File: src/rtl/spi_nav_pkg.sv
// Shared types and constants for the SPI navigation-sensor responder.
package spi_nav_pkg;

   localparam int ADDR_W  = 6;
   localparam int DATA_W  = 8;
   localparam int RNW_BIT = 7;
   localparam logic [ADDR_W-1:0] WHO_AM_I_ADDR = 6'h0F;

   typedef enum logic [1:0] {
      ST_IDLE,
      ST_CMD,
      ST_DATA
   } state_t;

   // Address after a data byte: wraps 6'h3F -> 6'h00, or stays put when
   // auto-increment is disabled.
   function automatic logic [ADDR_W-1:0] next_addr(input logic [ADDR_W-1:0] a,
                                                   input bit inc);
      return inc ? a + ADDR_W'(1) : a;
   endfunction

endpackage

File: src/rtl/spi_nav_responder_if.sv
// SPI bus between a master and the navigation-sensor responder.
interface spi_nav_responder_if;
   logic cs_ag;
   logic spc;
   logic sdi;
   logic sdo;
   logic sdo_oe;

   modport master (output cs_ag, spc, sdi, input  sdo, sdo_oe);
   modport slave  (input  cs_ag, spc, sdi, output sdo, sdo_oe);
endinterface

File: src/rtl/spi_nav_responder_sync.sv
// Two-flop synchroniser for one asynchronous input, plus edge detection on
// the synchronised level.
module spi_sync #(
   parameter logic RST_VAL = 1'b0
) (
   input  logic clk,
   input  logic rst,
   input  logic din,
   output logic level,
   output logic rise,
   output logic fall
);

   logic [1:0] sync_q;
   logic       prev_q;

   // Metastability chain and one-cycle-delayed copy for edge detection.
   always_ff @(posedge clk or posedge rst) begin
      // NOTE: sequential state uses non-blocking assignments so every flop
      // samples the pre-edge value of its neighbours.
      if (rst) begin
         sync_q <= {2{RST_VAL}};
         prev_q <= RST_VAL;
      end else begin
         sync_q <= {sync_q[0], din};
         prev_q <= sync_q[1];
      end
   end

   assign level = sync_q[1];
   assign rise  =  sync_q[1] & ~prev_q;
   assign fall  = ~sync_q[1] &  prev_q;

endmodule

File: src/rtl/spi_nav_responder.sv
// SPI mode-3 register-file responder: 8-bit command (RnW + 6-bit address)
// followed by data bytes, with burst auto-increment and a local preload port.
module spi_nav_responder
   import spi_nav_pkg::*;
#(
   parameter logic [DATA_W-1:0] WHO_AM_I = 8'h68,
   parameter bit                AUTO_INC = 1'b1
) (
   input  logic               clk,
   input  logic               rst,
   spi_nav_responder_if.slave spi,
   input  logic               reg_we,
   input  logic [ADDR_W-1:0]  reg_addr,
   input  logic [DATA_W-1:0]  reg_wdata,
   output logic               xfer_done
);

   logic cs_lvl, cs_rise, cs_fall;
   logic spc_level_unused, spc_rise, spc_fall;
   logic sdi_lvl, sdi_rise_unused, sdi_fall_unused;

   spi_sync #(.RST_VAL(1'b1)) u_sync_cs  (.clk(clk), .rst(rst), .din(spi.cs_ag),
      .level(cs_lvl), .rise(cs_rise), .fall(cs_fall));
   spi_sync #(.RST_VAL(1'b1)) u_sync_spc (.clk(clk), .rst(rst), .din(spi.spc),
      .level(spc_level_unused), .rise(spc_rise), .fall(spc_fall));
   spi_sync #(.RST_VAL(1'b0)) u_sync_sdi (.clk(clk), .rst(rst), .din(spi.sdi),
      .level(sdi_lvl), .rise(sdi_rise_unused), .fall(sdi_fall_unused));

   state_t              state_q, state_d;
   logic [2:0]          bit_cnt_q;
   logic [ADDR_W-1:0]   addr_q;
   logic                rnw_q;
   logic [DATA_W-1:0]   shift_in_q, shift_out_q;
   logic                sdo_q, sdo_oe_q, xfer_done_q;
   logic [1:0]          warm_q;
   logic                armed_q;
   logic [DATA_W-1:0]   regs [2**ADDR_W];

   logic [DATA_W-1:0]   byte_in;
   logic                byte_end;
   logic                spi_commit;
   logic [ADDR_W-1:0]   rd_addr;
   logic [DATA_W-1:0]   rd_data;

   assign byte_in    = {shift_in_q[DATA_W-2:0], sdi_lvl};
   assign byte_end   = spc_rise && (bit_cnt_q == 3'd7) && !cs_rise;
   assign spi_commit = (state_q == ST_DATA) && !rnw_q && byte_end &&
                       (addr_q != WHO_AM_I_ADDR);

   // Read source: the command's start address on the 8th command bit,
   // otherwise the next burst address.
   always_comb begin
      // NOTE: every always_comb output gets a default first so no path can
      // leave it unassigned and infer a latch.
      rd_addr = byte_in[ADDR_W-1:0];
      if (state_q == ST_DATA) rd_addr = next_addr(addr_q, AUTO_INC);
      rd_data = (rd_addr == WHO_AM_I_ADDR) ? WHO_AM_I : regs[rd_addr];
   end

   // FSM state register.
   always_ff @(posedge clk or posedge rst) begin
      if (rst) state_q <= ST_IDLE;
      else     state_q <= state_d;
   end

   // FSM next state; a frame only starts once cs has been seen genuinely
   // high after reset, so a reset in mid-frame never resyncs into it.
   always_comb begin
      state_d = state_q;
      if (cs_rise) begin
         state_d = ST_IDLE;
      end else begin
         unique case (state_q)
            ST_IDLE: if (cs_fall && armed_q) state_d = ST_CMD;
            ST_CMD:  if (byte_end)           state_d = ST_DATA;
            ST_DATA: state_d = ST_DATA;
            default: state_d = ST_IDLE;
         endcase
      end
   end

   // Bit counting, command decode, address advance and read shifting.
   always_ff @(posedge clk or posedge rst) begin
      if (rst) begin
         bit_cnt_q   <= '0;
         addr_q      <= '0;
         rnw_q       <= 1'b0;
         shift_in_q  <= '0;
         shift_out_q <= '0;
         sdo_q       <= 1'b0;
         sdo_oe_q    <= 1'b0;
         xfer_done_q <= 1'b0;
         warm_q      <= '0;
         armed_q     <= 1'b0;
      end else begin
         xfer_done_q <= cs_rise && (state_q != ST_IDLE);
         warm_q      <= {warm_q[0], 1'b1};
         if (warm_q[1] && cs_lvl) armed_q <= 1'b1;

         if (cs_rise || state_q == ST_IDLE) begin
            bit_cnt_q <= '0;
            sdo_q     <= 1'b0;
            sdo_oe_q  <= 1'b0;
         end else begin
            if (spc_rise) begin
               shift_in_q <= byte_in;
               bit_cnt_q  <= bit_cnt_q + 3'd1;
               if (bit_cnt_q == 3'd7) begin
                  if (state_q == ST_CMD) begin
                     rnw_q  <= byte_in[RNW_BIT];
                     addr_q <= byte_in[ADDR_W-1:0];
                     if (byte_in[RNW_BIT]) shift_out_q <= rd_data;
                  end else begin
                     addr_q <= next_addr(addr_q, AUTO_INC);
                     if (rnw_q) shift_out_q <= rd_data;
                  end
               end
            end
            if (spc_fall && state_q == ST_DATA && rnw_q) begin
               sdo_q       <= shift_out_q[DATA_W-1];
               shift_out_q <= {shift_out_q[DATA_W-2:0], 1'b0};
               sdo_oe_q    <= 1'b1;
            end
         end
      end
   end

   // Register file; the SPI commit is written last so it wins a same-cycle,
   // same-address collision with the local port.
   always_ff @(posedge clk or posedge rst) begin
      // NOTE: this register file is cleared by reset, so it is built from
      // flops rather than a RAM macro.
      if (rst) begin
         for (int i = 0; i < 2**ADDR_W; i++) regs[i] <= '0;
      end else begin
         if (reg_we && reg_addr != WHO_AM_I_ADDR) regs[reg_addr] <= reg_wdata;
         if (spi_commit) regs[addr_q] <= byte_in;
      end
   end

   assign spi.sdo    = sdo_q;
   assign spi.sdo_oe = sdo_oe_q;
   assign xfer_done  = xfer_done_q;

endmodule

File: src/flat_wrapper.sv
// flat-port wrapper written by rule: the top's interface ports become plain ports
module spi_nav_responder_flat import spi_nav_pkg::*;
#(
   parameter logic [DATA_W-1:0] WHO_AM_I = 8'h68,
   parameter bit                AUTO_INC = 1'b1
)
  (clk, rst, reg_we, reg_addr, reg_wdata, xfer_done, spi_cs_ag, spi_spc, spi_sdi, spi_sdo, spi_sdo_oe);
  spi_nav_responder_if spi_i ();
  input  logic clk;
  input  logic rst;
  input  logic reg_we;
  input  logic [ADDR_W-1:0] reg_addr;
  input  logic [DATA_W-1:0] reg_wdata;
  output logic xfer_done;
  input wire logic [$bits(spi_i.cs_ag)-1:0] spi_cs_ag;
  input wire logic [$bits(spi_i.spc)-1:0] spi_spc;
  input wire logic [$bits(spi_i.sdi)-1:0] spi_sdi;
  output wire logic [$bits(spi_i.sdo)-1:0] spi_sdo;
  output wire logic [$bits(spi_i.sdo_oe)-1:0] spi_sdo_oe;
  assign spi_i.cs_ag = spi_cs_ag;
  assign spi_i.spc = spi_spc;
  assign spi_i.sdi = spi_sdi;
  assign spi_sdo = spi_i.sdo;
  assign spi_sdo_oe = spi_i.sdo_oe;
  spi_nav_responder #(.WHO_AM_I(WHO_AM_I), .AUTO_INC(AUTO_INC)) u_core (.clk(clk), .rst(rst), .spi(spi_i), .reg_we(reg_we), .reg_addr(reg_addr), .reg_wdata(reg_wdata), .xfer_done(xfer_done));
endmodule
File: config.mk
export PLATFORM = sky130hd
export DESIGN_NAME = spi_nav_responder_flat
export DESIGN_NICKNAME = d
export VERILOG_FILES = /design/src/rtl/spi_nav_pkg.sv /design/src/rtl/spi_nav_responder_if.sv /design/src/rtl/spi_nav_responder_sync.sv /design/src/rtl/spi_nav_responder.sv /design/src/flat_wrapper.sv
export SDC_FILE = /design/constraint.sdc
export NUM_CORES = 2
export LEC_CHECK = 0
export ABC_AREA = 1
export CAP_MARGIN = 20
export CORE_AREA = 2 2 159 317
export CTS_CLUSTER_SIZE = 25
export DETAILED_ROUTE_END_ITERATION = 8
export DIE_AREA = 0 0 161 319
export HOLD_SLACK_MARGIN = 0.02
export PLACE_DENSITY = 0.76
export SLEW_MARGIN = 10
export SYNTH_ARGS = -nofsm -noshare
export SYNTH_HDL_FRONTEND = slang
export SYNTH_HIERARCHICAL = 1
export SYNTH_SLANG_ARGS = --single-unit
File: constraint.sdc
create_clock -name clk -period 27.4 [get_ports clk]
set_input_delay 8.22 -clock clk [delete_from_list [all_inputs] [get_ports clk]]
set_output_delay 8.22 -clock clk [all_outputs]
set_load 0.1 [all_outputs]
==> summary.md <==
| Metric | Value |
|---|---|
| Setup TNS | `0 ps` |
| Nets@finish | `3,966` |
| RSZ-0062 raised after global routing | `false` |
| Router iterations before antenna repair | `7` |
| DPL Wire Length | `67.9 mm` |
| Max-Cap Viols | `0` |
| Fin worst setup slack | `16,430 ps` |
| First DRT Iteration DRCs | `4,518` |
| Root buffer cell | `clkbuf_16` |
| WP data arrival | `11,400 ps` |
| Antenna viol nets, final | `0` |
| Largest net degree at the start of global routing | `187` |
| Final estimated routing congestion in global placement | `1.01` |
| Sequential standard cell area | `13,800 um^2` |
| Initial Utilization | `0.635` |
| Critical Path Start Type | `input pin` |
| Clk sink count | `553` |
| Pwr dens | `88.2 nW/um^2` |
| Multi-input gate area | `14,600 um^2` |
| Global-route wire length before repair | `175 mm` |
| Status | `completed` |
| Post-DR wirelength/cell | `25.1 um` |
| Leakage Power | `14.6 nW` |
| Req. time, crit path | `27,820 ps` |
| Final min period | `10,970 ps` |
| Syn avg cell area | `7.51 um^2` |
| Fin crit share | `0.400` |
| DIE HEIGHT | `319 um` |
| Post-synthesis cell area | `31,100 um^2` |
| Clk_lat worst skew | `610 ps` |
| Pre-CTS worst setup slack | `16,050 ps` |
| Hold buffer count at CTS | `0` |
| Maximum VDD drop | `146 uV` |
| Clock buffer count from CTS | `51` |
| I/O pins | `23` |
| Antenna violations before repair | `1` |
| Clk buf depth | `3` |
| Final Slew Violations | `0` |
| Layout cells sized above 1 | `0.0606` |
| Routed via count | `31,100` |
| Synth Warn # | `6` |
| Post-Route WL | `116 mm` |
| CP endpoint kind | `register` |
| Fillers | `4,274` |
| Slew margin rel. | `0.228` |
| Cell count after synthesis | `4,138` |
| # setup viols final | `0` |
| DIE WIDTH | `161 um` |
| Hold Path Class | `reg2reg` |
| Postcts setup bufs | `0` |
| Core Area | `48,900 um^2` |
| Avg Vias per Cell | `6.73` |
| # DRC | `0` |
| Mapped Nets | `4,164` |
| Clock Skew | `20.8 ps` |
| Rows | `115` |
| Power Total | `2.89 mW` |
| Reg clk slew, reported paths | `60 ps` |
| Port bufs | `22` |
| Die area | `51,400 um^2` |
| Grt total ovfl | `0` |
| Number of global-route vias before repair | `28,800` |
| Final Hold Vio Count | `0` |
| Highest clock rate | `91.1 MHz` |
| CP max FO | `17` |
| Post_cts resized | `0` |
| CTS tree | `built` |
| Layout area overhead | `5.44%` |
| H-tree Lvls | `2` |
| GRT Total Usage | `0.447` |
| Least-Margin Pin Slew | `1160 ps` |
| Worst R2R Setup Slack | `21,950 ps` |
| Critical path type | `in2reg` |
## power by group
group / total, mW / switching [mW] / internal, mW
registers: 1.00 / 0.0785 / 0.925
clock network: 0.720 / 0.329 / 0.391
logic: 1.17 / 0.876 / 0.291
total: 2.89 / 1.28 / 1.61
## through the flow
step                      utilization  instances  cell area, um^2  hold slack, ps
final                           0.669       4621            32700             347
after global routing            0.669       4620            32700             359
after CTS                       0.669       4619            32700             350
after detailed placement        0.636       4529            31100             336
after global placement          0.636       4529            31100             335
after floorplan                     -       4138            31100             331
## layout make-up
type	count	area share
flip-flops and latches	553	0.423
diodes	1	0.0000764
multi-input cells	2937	0.446
clock buffers	72	0.0448
clock inverters	18	0.00455
inverters	320	0.0372
repair buffers	77	0.0201
well taps	643	0.0246
## worst max-delay path, cell delays in order
cell             delay [ps]
clkdlybuf4s50_1         600
inv_2                   110
nor3_2                  210
buf_4                   290
clkinv_1                580
nor2_1                  960
nand2_1                 110
o211ai_1                150
o21ai_0                 150
## cells in the final DEF (no fill, tap or decap), types with 14 or more instances in the layout
cell / n
a31oi_1: 21
nor3_1: 35
nand2_1: 945
clkinv_2: 14
a21oi_1: 200
a211oi_1: 137
nor2_2: 19
inv_2: 28
o22ai_1: 90
inv_1: 278
o21ai_0: 462
nor2_1: 331
clkbuf_16: 53
nand3_1: 378
buf_4: 51
o211ai_1: 226
clkdlybuf4s50_1: 18
dfrtp_1: 547
nor2_4: 16
## final timing paths
check	to	from	depth (start not counted)
max	u_core/regs[18]	reg_addr[0]	9
min	u_core/u_sync_sdi/sync_q[1]	u_core/u_sync_sdi/sync_q[0]	0
max reg2reg	u_core/shift_out_q[5]	u_core/state_q[0]	17
min reg2reg	u_core/u_sync_sdi/sync_q[1]	u_core/u_sync_sdi/sync_q[0]	0
max in group asynchronous	u_core/regs[480]	rst	4
min in group asynchronous	u_core/u_sync_sdi/sync_q[0]	rst	2
## sequential cells by signal, indices dropped and copies added, names as in the netlist
signal / flops
u_core/u_sync_spc/sync_q: 2
u_core/warm_q: 2
u_core/spi.sdo: 1
u_core/bit_cnt_q: 3
u_core/spi.sdo_oe: 1
u_core/u_sync_cs/prev_q: 1
u_core/armed_q: 1
u_core/addr_q: 6
u_core/regs: 512
u_core/u_sync_cs/sync_q: 2
u_core/shift_in_q: 7
u_core/shift_out_q: 8
u_core/xfer_done: 1
u_core/rnw_q: 1
u_core/u_sync_spc/prev_q: 1
u_core/state_q: 2
u_core/u_sync_sdi/sync_q: 2
## routing by layer
| layer | vias to the layer above | global-route usage | share of wire |
|---|---|---|---|
| met4 | 0 | 0.360 | 0.099 |
| met2 | 2305 | 0.659 | 0.43 |
| met5 | - | 0 | 0 |
| li1 | 13600 | - | - |
| met3 | 636 | 0.0852 | 0.12 |
| met1 | 14500 | 0.574 | 0.35 |
(Power assumes the default switching activity.)
